File: src/rtl/pheap_root_pkg.sv
// Shared priority-queue types: key/value pair, heap entry, opcodes and the ordering helpers.
package pq_pkg;
  localparam int KEY_W = 8;
  localparam int VAL_W = 8;
  localparam int CAP_W = 16;

  localparam logic [KEY_W-1:0] KEY0 = '0;
  localparam logic [VAL_W-1:0] VAL0 = '0;

  typedef struct packed {
    logic [KEY_W-1:0] key;
    logic [VAL_W-1:0] val;
  } kv_t;

  typedef struct packed {
    logic             active;
    logic [CAP_W-1:0] capacity;
    kv_t              kv;
  } entry_t;

  // Commands to the level-2 manager
  typedef enum logic [1:0] {
    LENQ  = 2'd0,
    LDEQ  = 2'd1,
    LREPL = 2'd2,
    LNOP  = 2'd3
  } opcode_t;

  // Requests accepted at the root
  typedef enum logic [1:0] {
    ENQ  = 2'd0,
    DEQ  = 2'd1,
    REPL = 2'd2,
    NOP  = 2'd3
  } req_op_t;

  localparam kv_t    KV_EMPTY    = '{key: '1, val: '1};
  localparam entry_t ENTRY_EMPTY = '{active: 1'b0, capacity: '0, kv: '{key: KEY0, val: VAL0}};

  function automatic logic kv_gt(input kv_t a, input kv_t b);
    return a.key > b.key;
  endfunction

  // An inactive entry orders below every active one
  function automatic logic entry_gt(input entry_t a, input entry_t b);
    if (!a.active) return 1'b0;
    if (!b.active) return 1'b1;
    return kv_gt(a.kv, b.kv);
  endfunction
endpackage

File: src/rtl/pheap_root_if.sv
// Request/response channel of the heap root: request handshake, result pulse and error pulse.
interface pheap_root_if;
  import pq_pkg::*;

  logic    req_valid;
  req_op_t req_op;
  kv_t     req_kv;
  logic    req_ready;
  logic    resp_valid;
  kv_t     resp_kv;
  logic    err;

  modport master (
    output req_valid, req_op, req_kv,
    input  req_ready, resp_valid, resp_kv, err
  );

  modport slave (
    input  req_valid, req_op, req_kv,
    output req_ready, resp_valid, resp_kv, err
  );
endinterface

File: src/rtl/pheap_root_sel.sv
// Combinational child selection and key ordering for the heap root.
// The replace outputs exist only when PHEAP_REPL_EN is defined.
module pheap_root_sel
  import pq_pkg::*;
(
  input  kv_t    in_kv,
  input  kv_t    root_kv,
  input  entry_t bot_l,
  input  entry_t bot_r,
  output logic   enq_pos,
  output logic   big_pos,
  output logic   any_child,
  output kv_t    big_kv,
  output kv_t    enq_keep,
  output kv_t    enq_push
`ifdef PHEAP_REPL_EN
  ,
  output kv_t    repl_kv,
  output logic   repl_start
`endif
);

  // Fill empty slots right-first, then steer toward the smaller subtree that still has room
  always_comb begin
    enq_pos = 1'b1;
    if (bot_r.active) begin
      if (!bot_l.active)
        enq_pos = 1'b0;
      else if ((bot_l.capacity != '0) && (bot_r.capacity != '0))
        enq_pos = entry_gt(bot_l, bot_r);
      else
        enq_pos = (bot_l.capacity == '0);
    end
  end

  assign big_pos   = entry_gt(bot_r, bot_l);
  assign big_kv    = big_pos ? bot_r.kv : bot_l.kv;
  assign any_child = bot_l.active | bot_r.active;
  assign enq_keep  = kv_gt(in_kv, root_kv) ? in_kv : root_kv;
  assign enq_push  = kv_gt(in_kv, root_kv) ? root_kv : in_kv;

`ifdef PHEAP_REPL_EN
  logic in_wins;
  assign in_wins    = (!bot_l.active || kv_gt(in_kv, bot_l.kv)) &&
                      (!bot_r.active || kv_gt(in_kv, bot_r.kv));
  assign repl_kv    = in_wins ? in_kv : big_kv;
  assign repl_start = !in_wins;
`endif

endmodule

File: src/rtl/pheap_root.sv
// Root stage of the pipelined max-heap: register-held root entry, level-2 manager kick-off.
// PHEAP_REPL_EN enables the replace request; without it REPL only pulses err.
module pheap_root
  import pq_pkg::*;
#(
  parameter int LEVELS = 4
) (
  input  logic            clk,
  input  logic            rst,
  pheap_root_if.slave     bus,
  output logic            full,
  output logic            empty,
  output logic [LEVELS:0] count,
  input  entry_t          rBotL,
  input  entry_t          rBotR,
  output logic            start,
  output opcode_t         op,
  output kv_t             out,
  output logic            startPos
);

  localparam int               CAP_MAX    = 2**LEVELS - 1;
  localparam logic [CAP_W-1:0] CAP_FULL   = CAP_W'(CAP_MAX);
  localparam logic [CAP_W-1:0] CAP_ONE    = CAP_W'(1);
  localparam logic [LEVELS:0]  COUNT_FULL = (LEVELS+1)'(CAP_MAX);
  localparam logic [LEVELS:0]  COUNT_ONE  = (LEVELS+1)'(1);

  typedef enum logic [1:0] {IDLE, EXEC, HOLD} state_t;

  state_t  state;
  entry_t  root;
  req_op_t req_op_p0;
  kv_t     req_kv_p0;

  logic enq_pos, big_pos, any_child;
  kv_t  big_kv, enq_keep, enq_push;
`ifdef PHEAP_REPL_EN
  kv_t  repl_kv;
  logic repl_start;
`endif

  pheap_root_sel u_sel (
    .in_kv     (req_kv_p0),
    .root_kv   (root.kv),
    .bot_l     (rBotL),
    .bot_r     (rBotR),
    .enq_pos   (enq_pos),
    .big_pos   (big_pos),
    .any_child (any_child),
    .big_kv    (big_kv),
    .enq_keep  (enq_keep),
    .enq_push  (enq_push)
`ifdef PHEAP_REPL_EN
    ,
    .repl_kv   (repl_kv),
    .repl_start(repl_start)
`endif
  );

  always_ff @(posedge clk) begin
    if (rst) begin
      state          <= IDLE;
      bus.req_ready  <= 1'b1;
      root           <= '{active: 1'b0, capacity: CAP_FULL, kv: '{key: KEY0, val: VAL0}};
      count          <= '0;
      full           <= 1'b0;
      empty          <= 1'b1;
      start          <= 1'b0;
      bus.resp_valid <= 1'b0;
      bus.err        <= 1'b0;
      bus.resp_kv    <= KV_EMPTY;
      out            <= KV_EMPTY;
    end else begin
      start          <= 1'b0;
      bus.resp_valid <= 1'b0;
      bus.err        <= 1'b0;
      case (state)
        // Stage p0: capture the accepted request
        IDLE: begin
          if (bus.req_valid) begin
            req_op_p0     <= bus.req_op;
            req_kv_p0     <= bus.req_kv;
            state         <= EXEC;
            bus.req_ready <= 1'b0;
          end
        end
        // Evaluate against the root and the level-2 children read this cycle
        EXEC: begin
          state <= HOLD;
          case (req_op_p0)
            ENQ: begin
              if (full) begin
                bus.err <= 1'b1;
              end else begin
                count <= count + COUNT_ONE;
                full  <= ((count + COUNT_ONE) == COUNT_FULL);
                empty <= 1'b0;
                if (!root.active) begin
                  root <= '{active: 1'b1, capacity: CAP_FULL - CAP_ONE, kv: req_kv_p0};
                end else begin
                  root.kv  <= enq_keep;
                  out      <= enq_push;
                  start    <= 1'b1;
                  op       <= LENQ;
                  startPos <= enq_pos;
                  if (root.capacity != '0)
                    root.capacity <= root.capacity - CAP_ONE;
                end
              end
            end
            DEQ: begin
              bus.resp_valid <= 1'b1;
              if (empty) begin
                bus.err     <= 1'b1;
                bus.resp_kv <= KV_EMPTY;
              end else begin
                bus.resp_kv   <= root.kv;
                root.capacity <= root.capacity + CAP_ONE;
                count         <= count - COUNT_ONE;
                full          <= 1'b0;
                empty         <= (count == COUNT_ONE);
                if (!any_child) begin
                  root.active <= 1'b0;
                  root.kv     <= '{key: KEY0, val: VAL0};
                end else begin
                  root.kv  <= big_kv;
                  start    <= 1'b1;
                  op       <= LDEQ;
                  startPos <= big_pos;
                end
              end
            end
            REPL: begin
`ifdef PHEAP_REPL_EN
              bus.resp_valid <= 1'b1;
              if (empty) begin
                bus.err     <= 1'b1;
                bus.resp_kv <= KV_EMPTY;
              end else begin
                bus.resp_kv <= root.kv;
                root.kv     <= repl_kv;
                if (repl_start) begin
                  out      <= req_kv_p0;
                  start    <= 1'b1;
                  op       <= LREPL;
                  startPos <= big_pos;
                end
              end
`else
              bus.err <= 1'b1;
`endif
            end
            default: ;
          endcase
        end
        // Pulses are visible here; level 2 reads settle before the next accept
        HOLD: begin
          state         <= IDLE;
          bus.req_ready <= 1'b1;
        end
        default: begin
          state         <= IDLE;
          bus.req_ready <= 1'b1;
        end
      endcase
    end
  end

endmodule

File: src/flat_wrapper.sv
// flat-port wrapper written by rule: the top's interface ports become plain ports
module pheap_root_flat import pq_pkg::*;
#(
  parameter int LEVELS = 4
)
  (clk, rst, full, empty, count, rBotL, rBotR, start, op, out, startPos, bus_req_valid, bus_req_op, bus_req_kv, bus_req_ready, bus_resp_valid, bus_resp_kv, bus_err);
  pheap_root_if bus_i ();
  input  logic clk;
  input  logic rst;
  output logic full;
  output logic empty;
  output logic [LEVELS:0] count;
  input  entry_t rBotL;
  input  entry_t rBotR;
  output logic start;
  output opcode_t op;
  output kv_t out;
  output logic startPos;
  input wire logic [$bits(bus_i.req_valid)-1:0] bus_req_valid;
  input wire logic [$bits(bus_i.req_op)-1:0] bus_req_op;
  input wire logic [$bits(bus_i.req_kv)-1:0] bus_req_kv;
  output wire logic [$bits(bus_i.req_ready)-1:0] bus_req_ready;
  output wire logic [$bits(bus_i.resp_valid)-1:0] bus_resp_valid;
  output wire logic [$bits(bus_i.resp_kv)-1:0] bus_resp_kv;
  output wire logic [$bits(bus_i.err)-1:0] bus_err;
  assign bus_i.req_valid = bus_req_valid;
  assign bus_i.req_op = bus_req_op;
  assign bus_i.req_kv = bus_req_kv;
  assign bus_req_ready = bus_i.req_ready;
  assign bus_resp_valid = bus_i.resp_valid;
  assign bus_resp_kv = bus_i.resp_kv;
  assign bus_err = bus_i.err;
  pheap_root #(.LEVELS(LEVELS)) u_core (.clk(clk), .rst(rst), .bus(bus_i), .full(full), .empty(empty), .count(count), .rBotL(rBotL), .rBotR(rBotR), .start(start), .op(op), .out(out), .startPos(startPos));
endmodule
File: config.mk
export PLATFORM = sky130hd
export DESIGN_NAME = pheap_root_flat
export DESIGN_NICKNAME = d
export VERILOG_FILES = /design/src/rtl/pheap_root_pkg.sv /design/src/rtl/pheap_root_if.sv /design/src/rtl/pheap_root_sel.sv /design/src/rtl/pheap_root.sv /design/src/flat_wrapper.sv
export SDC_FILE = /design/constraint.sdc
export NUM_CORES = 1
export LEC_CHECK = 0
export CAP_MARGIN = 20
export CORE_UTILIZATION = 52
export DETAILED_ROUTE_END_ITERATION = 12
export PLACE_DENSITY = 0.92
export SETUP_SLACK_MARGIN = 0.4
export SYNTH_ARGS = -nofsm -noshare
export SYNTH_HDL_FRONTEND = slang
export SYNTH_HIERARCHICAL = 1
export SYNTH_SLANG_ARGS = --single-unit
File: constraint.sdc
create_clock -name clk -period 6.75 [get_ports clk]
set_input_delay 1.35 -clock clk [delete_from_list [all_inputs] [get_ports clk]]
set_output_delay 1.35 -clock clk [all_outputs]
set_load 0.01 [all_outputs]
---- Yosys cells after proc, flatten, opt, wreduce, memory -nomap -nowiden ----
Index checks and enable logic that the tools add are counted.
Widths: inputs -> output; s select.
cells by class
  add/subtract/negate cells ............... 4
  order comparisons ....................... 3
  eq/ne operators ......................... 13
  muxes and demuxes ....................... 61
  bitwise operators ....................... 4
  reduce and logical (&&, ||, !) cells .... 20
operators with widths
  cell                   count
  $mux 16                6
  $mux 33                2
  $pmux 33 s2            1
  $reduce_bool 16->1     3
  $mux 1                 35
  $mux 32                1
  $gt 8x8->1             3
  $add 16x1->16 const B  1
  $logic_not 16->1       1
  $sub 16x1->16 const B  1
  $reduce_and 5->1       3
  $mux 2                 5
  $mux 5                 2
  $pmux 1 s2             5
  $pmux 5 s2             1
  $reduce_and 3->1       3
  $ne 2x2->1 const B     4
  $pmux 2 s2             2
  $reduce_and 4->1       2
  $reduce_and 7->1       1
  $ne 3x3->1 const B     2
  $add 5x1->5 const B    1
  $eq 5x1->1 const B     1
  $eq 5x4->1 const B     1
  other kinds (12)       18
word-level totals
  register bits after elaboration ......... 99
  input bits .............................. 87
  logic and storage cells ................. 126

---- Logic depth before layout (Yosys ltp) ----
  depth in word-level cells ............... 17
  gate-level depth with buffers ........... 12

---- Modules after synthesis ----
The synthesis kept the hierarchy.
modules (own cells, without submodules)
  module          times used  cells each  area each (µm²)  seq. area each (µm²)
  pheap_root      1           363         3,452.1          1,841.8
  pheap_root_sel  1           122         1,133.6          0.0

---- Worst setup path before layout ----
OpenSTA, ideal clock, no wires.
  path type ............................... input-to-reg
  start point ............................. in rst
  end point ............................... reg u_core/req_kv_p0[0] (netlist name) (enable)
  data arrival time ....................... 3.051 ns
  required time ........................... 6.334 ns
  slack ................................... 3.283 ns
  cell stages on the path ................. 3
  cell sequence ........................... clkbuf_1 > clkbuf_1 > nor3_1
between the ends
  cells in the longest elaborated chain, start to end .. 2
RTL lines
  element                            RTL line           RTL
  start, declared                    flat_wrapper.sv:9  input logic rst;
  $not 1->1 (no source line)         --
  $reduce_and 3->1 (no source line)  --
  end signal, assigned               pheap_root.sv:82   req_kv_p0 <= bus.req_kv;
  end, declared                      pheap_root.sv:33   kv_t req_kv_p0;
Every way passes these cells.
A chain may end at the register's enable or synchronous reset.

==> run_results.csv <==
group,metric,value,unit
placement,dp_cells,689,
sta,setup_viol,0,
synth,async_reset_ff_frac,0,
clock_network,post_cts_resized,0,
worst_setup_path,required,6950,ps
final_layout,multi_input_area,2480,µm²
floorplan,start_util,0.547,
sta,fin_crit,3730,ps
sta,rsz0062_at_grt,"no",
placement,detailed_place_hpwl,8.88,mm
final_layout,num_antenna_cells,0,
worst_setup_path,critical-path-max-stage-delay,580,ps
worst_setup_path,worstReg2RegStart,"u_core/root[9]$_SDFFE_PP0P_",
worst_setup_path,crit_arrival,3930,ps
sta,finalWorstSetupSlack,3020,ps
final_layout,nFillCells,623,
outcome,outcome,"complete, no violations",
pwr,leakagePower,0.00236,µW
floorplan,io_pins,133,
sta,finalCritPeriodShare,0.553,
pwr,p_per_area,172,nW/µm²
sta,fmax,268,MHz
synth,synthCells,485,
synth,synth_top_area_frac,0.271,
floorplan,die_area,9200,µm²
synth,synth_ff_type,"dfxtp_1",
floorplan,die_y,95.9,µm
synth,yosysWarnings,6,
sta,fin_skew,5.83,ps
worst_setup_path,worst_setup_path_start_kind,"input pin",
sta,slew_headroom,0.293,
sta,tightestPinTransition,1060,ps
grt,met3_usage,0.0498,
sta,whs,474,ps
grt,grt_overflow,0,
placement,post-place-ws,2660,ps
worst_setup_path,reg2reg_slack,3510,ps
grt,grt_pass1_wl,18.5,mm
floorplan,coreArea,8380,µm²
sta,hold_viol_final,0,
min_path,min_path_type,"reg2reg",
grt,track_usage,0.265,
synth,yosysSeqAreaShare,0.402,
grt,grtUsageMet2,0.447,
clock_network,cts-buffers-inserted,9,
placement,portBuffers,131,
route,antenna_left,0,
synth,synth_area_per_cell,9.45,µm²
route,wl_per_cell,16.5,µm
pwr,ir_drop,0.0000960,V
placement,place_area,5860,µm²
route,routed_wl,11.7,mm
worst_setup_path,cp_slowest_cell,"o21ai_4",
final_layout,regArea,1840,µm²
synth,yosys.area.top_type,"dfxtp_1",
clock_network,path_clk_slew,80,ps
final_layout,layout-drive-gt1-share,0.123,
clock_network,clock_latency,360,ps
min_path,min_from,"u_core/out[2]$_SDFFE_PP1P_",
final_layout,fin_area,6050,µm²
floorplan,die_w,95.9,µm
sta,fin_setup_tns,0,ps
clock_network,tritoncts,"yes",
job,max_cap_violations,0,
clock_network,clk_path_buf_depth,2,
grt,top_usage_layer,"met2",
worst_setup_path,r2r.worst_path.cells,12,
placement,routabilityCongestion,0.861,
clock_network,postCtsHoldBufs,0,
clock_network,cts_setup_buffers,0,
grt,grt_pass1_vias,3984,
route,vias_per_cell,5.81,
worst_setup_path,worst_setup_path_end_kind,"register",
final_layout,nets,703,
clock_network,cts_htree_levels,3,
clock_network,cts-root-buf,"clkbuf_8",
synth,synth-edff-count,20,
worst_setup_path,crit_path_cell_trace,"clkdlybuf4s50_1 -> inv_1 -> ha_1 -> a211oi_2 -> o21ai_2 -> o21ai_4 -> mux2_2 -> a311oi_1 -> nor3_1",
clock_network,numClockSinks,82,
worst_setup_path,path_max_fanout,17,
final_layout,instances_no_fill,706,
route,drt_iter0_drc,267,
route,drcViolationCount,0,
sta,drv_slew,0,
grt,grt_max_degree,67,
route,firstDrtPassIters,7,
final_layout,syn2layout_area_growth,32.0,%
grt,use_met1,0.325,
synth,netlist_area,4590,µm²
worst_setup_path,timing.rr.end,"u_core/root[12]$_SDFFE_PP0P_",
synth,synth_nets,592,
synth,synth-seq-cells,82,
worst_setup_path,crit_type,"in2reg",
min_path,hold_depth,2,
synth,synth_cell_types,49,
route,vias,4100,
floorplan,rows,33,
grt,antenna_found_initial,0,
min_path,whs_endpoint,"u_core/out[2]$_SDFFE_PP1P_",
synth,ys_top_cells_by_area,"dfxtp_1 (27%), edfxtp_1 (13%), mux2_2 (9.3%), ha_1 (5.5%), nor2_1 (4.8%)",
-- through the flow --
stage	util	total power, µW
finish	0.722	1040
global route	0.722	1080
CTS	0.721	1040
detailed placement	0.699	711
global placement	0.699	704
floorplan	-	637
-- synthesized netlist by cell type, drive strengths merged (2+ instances only) --
| library cell | instances |
|---|---|
| nand3 | 5 |
| inv | 22 |
| a211oi | 3 |
| nor2 | 59 |
| o211ai | 2 |
| nand2b | 4 |
| nand3b | 16 |
| o21ai | 4 |
| nand4 | 6 |
| edfxtp | 20 |
| nor4 | 6 |
| nor2b | 5 |
| mux2 | 50 |
| and3 | 2 |
| buf | 19 |
| or4 | 3 |
| dfxtp | 62 |
| xnor2 | 4 |
| ha | 20 |
| a21oi | 12 |
| o21bai | 17 |
| clkbuf | 15 |
| nor3 | 41 |
| mux2i | 17 |
| nand2 | 40 |
| a311oi | 17 |
| nor3b | 3 |
-- critical path: cells and delay by family --
kind            cells  cell delay (ps)
simple gates        1               70
fa+ha+maj           1              340
compound gates      4             1230
mux                 1              410
buf+inv             2              530
-- placed cells by master (no fill, tap or decap), types with 3 or more instances in the layout --
cell type        instances
nand2b_1                 4
or4_1                    3
clkdlybuf4s50_1        130
mux2i_1                 17
mux2_2                  38
inv_1                   21
nand3_1                  5
nor2b_1                  5
a311oi_1                17
nor3_1                  40
nand4_1                  6
nand3b_1                16
nor2_1                  59
nor4_1                   6
dfxtp_1                 62
clkbuf_8                 9
mux2_1                   3
ha_1                    20
a21oi_1                 11
buf_4                    3
o21bai_1                17
nand2_1                 39
xnor2_1                  4
mux2_4                   9
edfxtp_1                20
-- cell families (layout without fill, tap and decap cells) --
| kind of cell | count (synthesis) | in the layout | share of synthesized area |
|---|---|---|---|
| buffers and inverters | 56 | 172 | 0.0581 |
| AOI/OAI and AO/OA | 60 | 60 | 0.101 |
| other | 1 | 1 | 0.000818 |
| adders and majority gates | 20 | 20 | 0.0546 |
| DFF | 82 | 82 | 0.402 |
| xor gates and xnor gates | 4 | 4 | 0.00764 |
| and+or+nand+nor | 195 | 195 | 0.208 |
| muxes | 67 | 67 | 0.167 |
-- cell type report --
class	instances	area share
multi-input combinational	347	0.410
inverter	22	0.0136
timing repair buffer	134	0.220
clock buffer	10	0.0211
clock inverter	6	0.00951
sequential	82	0.304
tap	105	0.0217
-- flip-flops by register name, summed over array words and instances (netlist names) --
register               count
u_core/count               5
u_core/bus.req_ready       1
u_core/state               2
u_core/req_op_p0           2
u_core/empty               1
u_core/full                1
u_core/root               17
u_core/bus.resp_valid      1
u_core/out                16
u_core/start               1
u_core/bus.err             1
u_core/req_kv_p0          16
u_core/startPos            1
u_core/op                  1
u_core/bus.resp_kv        16
-- routing by layer --
| metal | vias up | share of wire |
|---|---|---|
| met1 | 1895 | 0.41 |
| met5 | - | 0 |
| met4 | 0 | 0.028 |
| met3 | 28 | 0.074 |
| li1 | 1954 | - |
| met2 | 223 | 0.48 |
-- power breakdown --
group	internal [µW]	switching, µW	leakage [µW]	total [µW]
Combinational	103	70.5	0.00159	173
Clock	168	170	0.0000874	337
Sequential	514	14.9	0.000688	529
-- how the worst max path moves through the flow --
stage,from,end,depth (start not counted)
6_report,rBotL[15],u_core/root[5]$_SDFFE_PP0P_,9
5_1_grt,rBotL[9],u_core/root[4]$_SDFFE_PP0P_,10
4_1_cts,rBotL[9],u_core/root[5]$_SDFFE_PP0P_,10
3_5_place_dp,rBotL[9],u_core/root[1]$_SDFFE_PP0P_,10
3_3_place_gp,rBotL[9],u_core/root[15]$_SDFFE_PP0P_,10
2_1_floorplan,rst,u_core/req_kv_p0[0]$_DFFE_PP_,3
(Power assumes the default switching activity.)
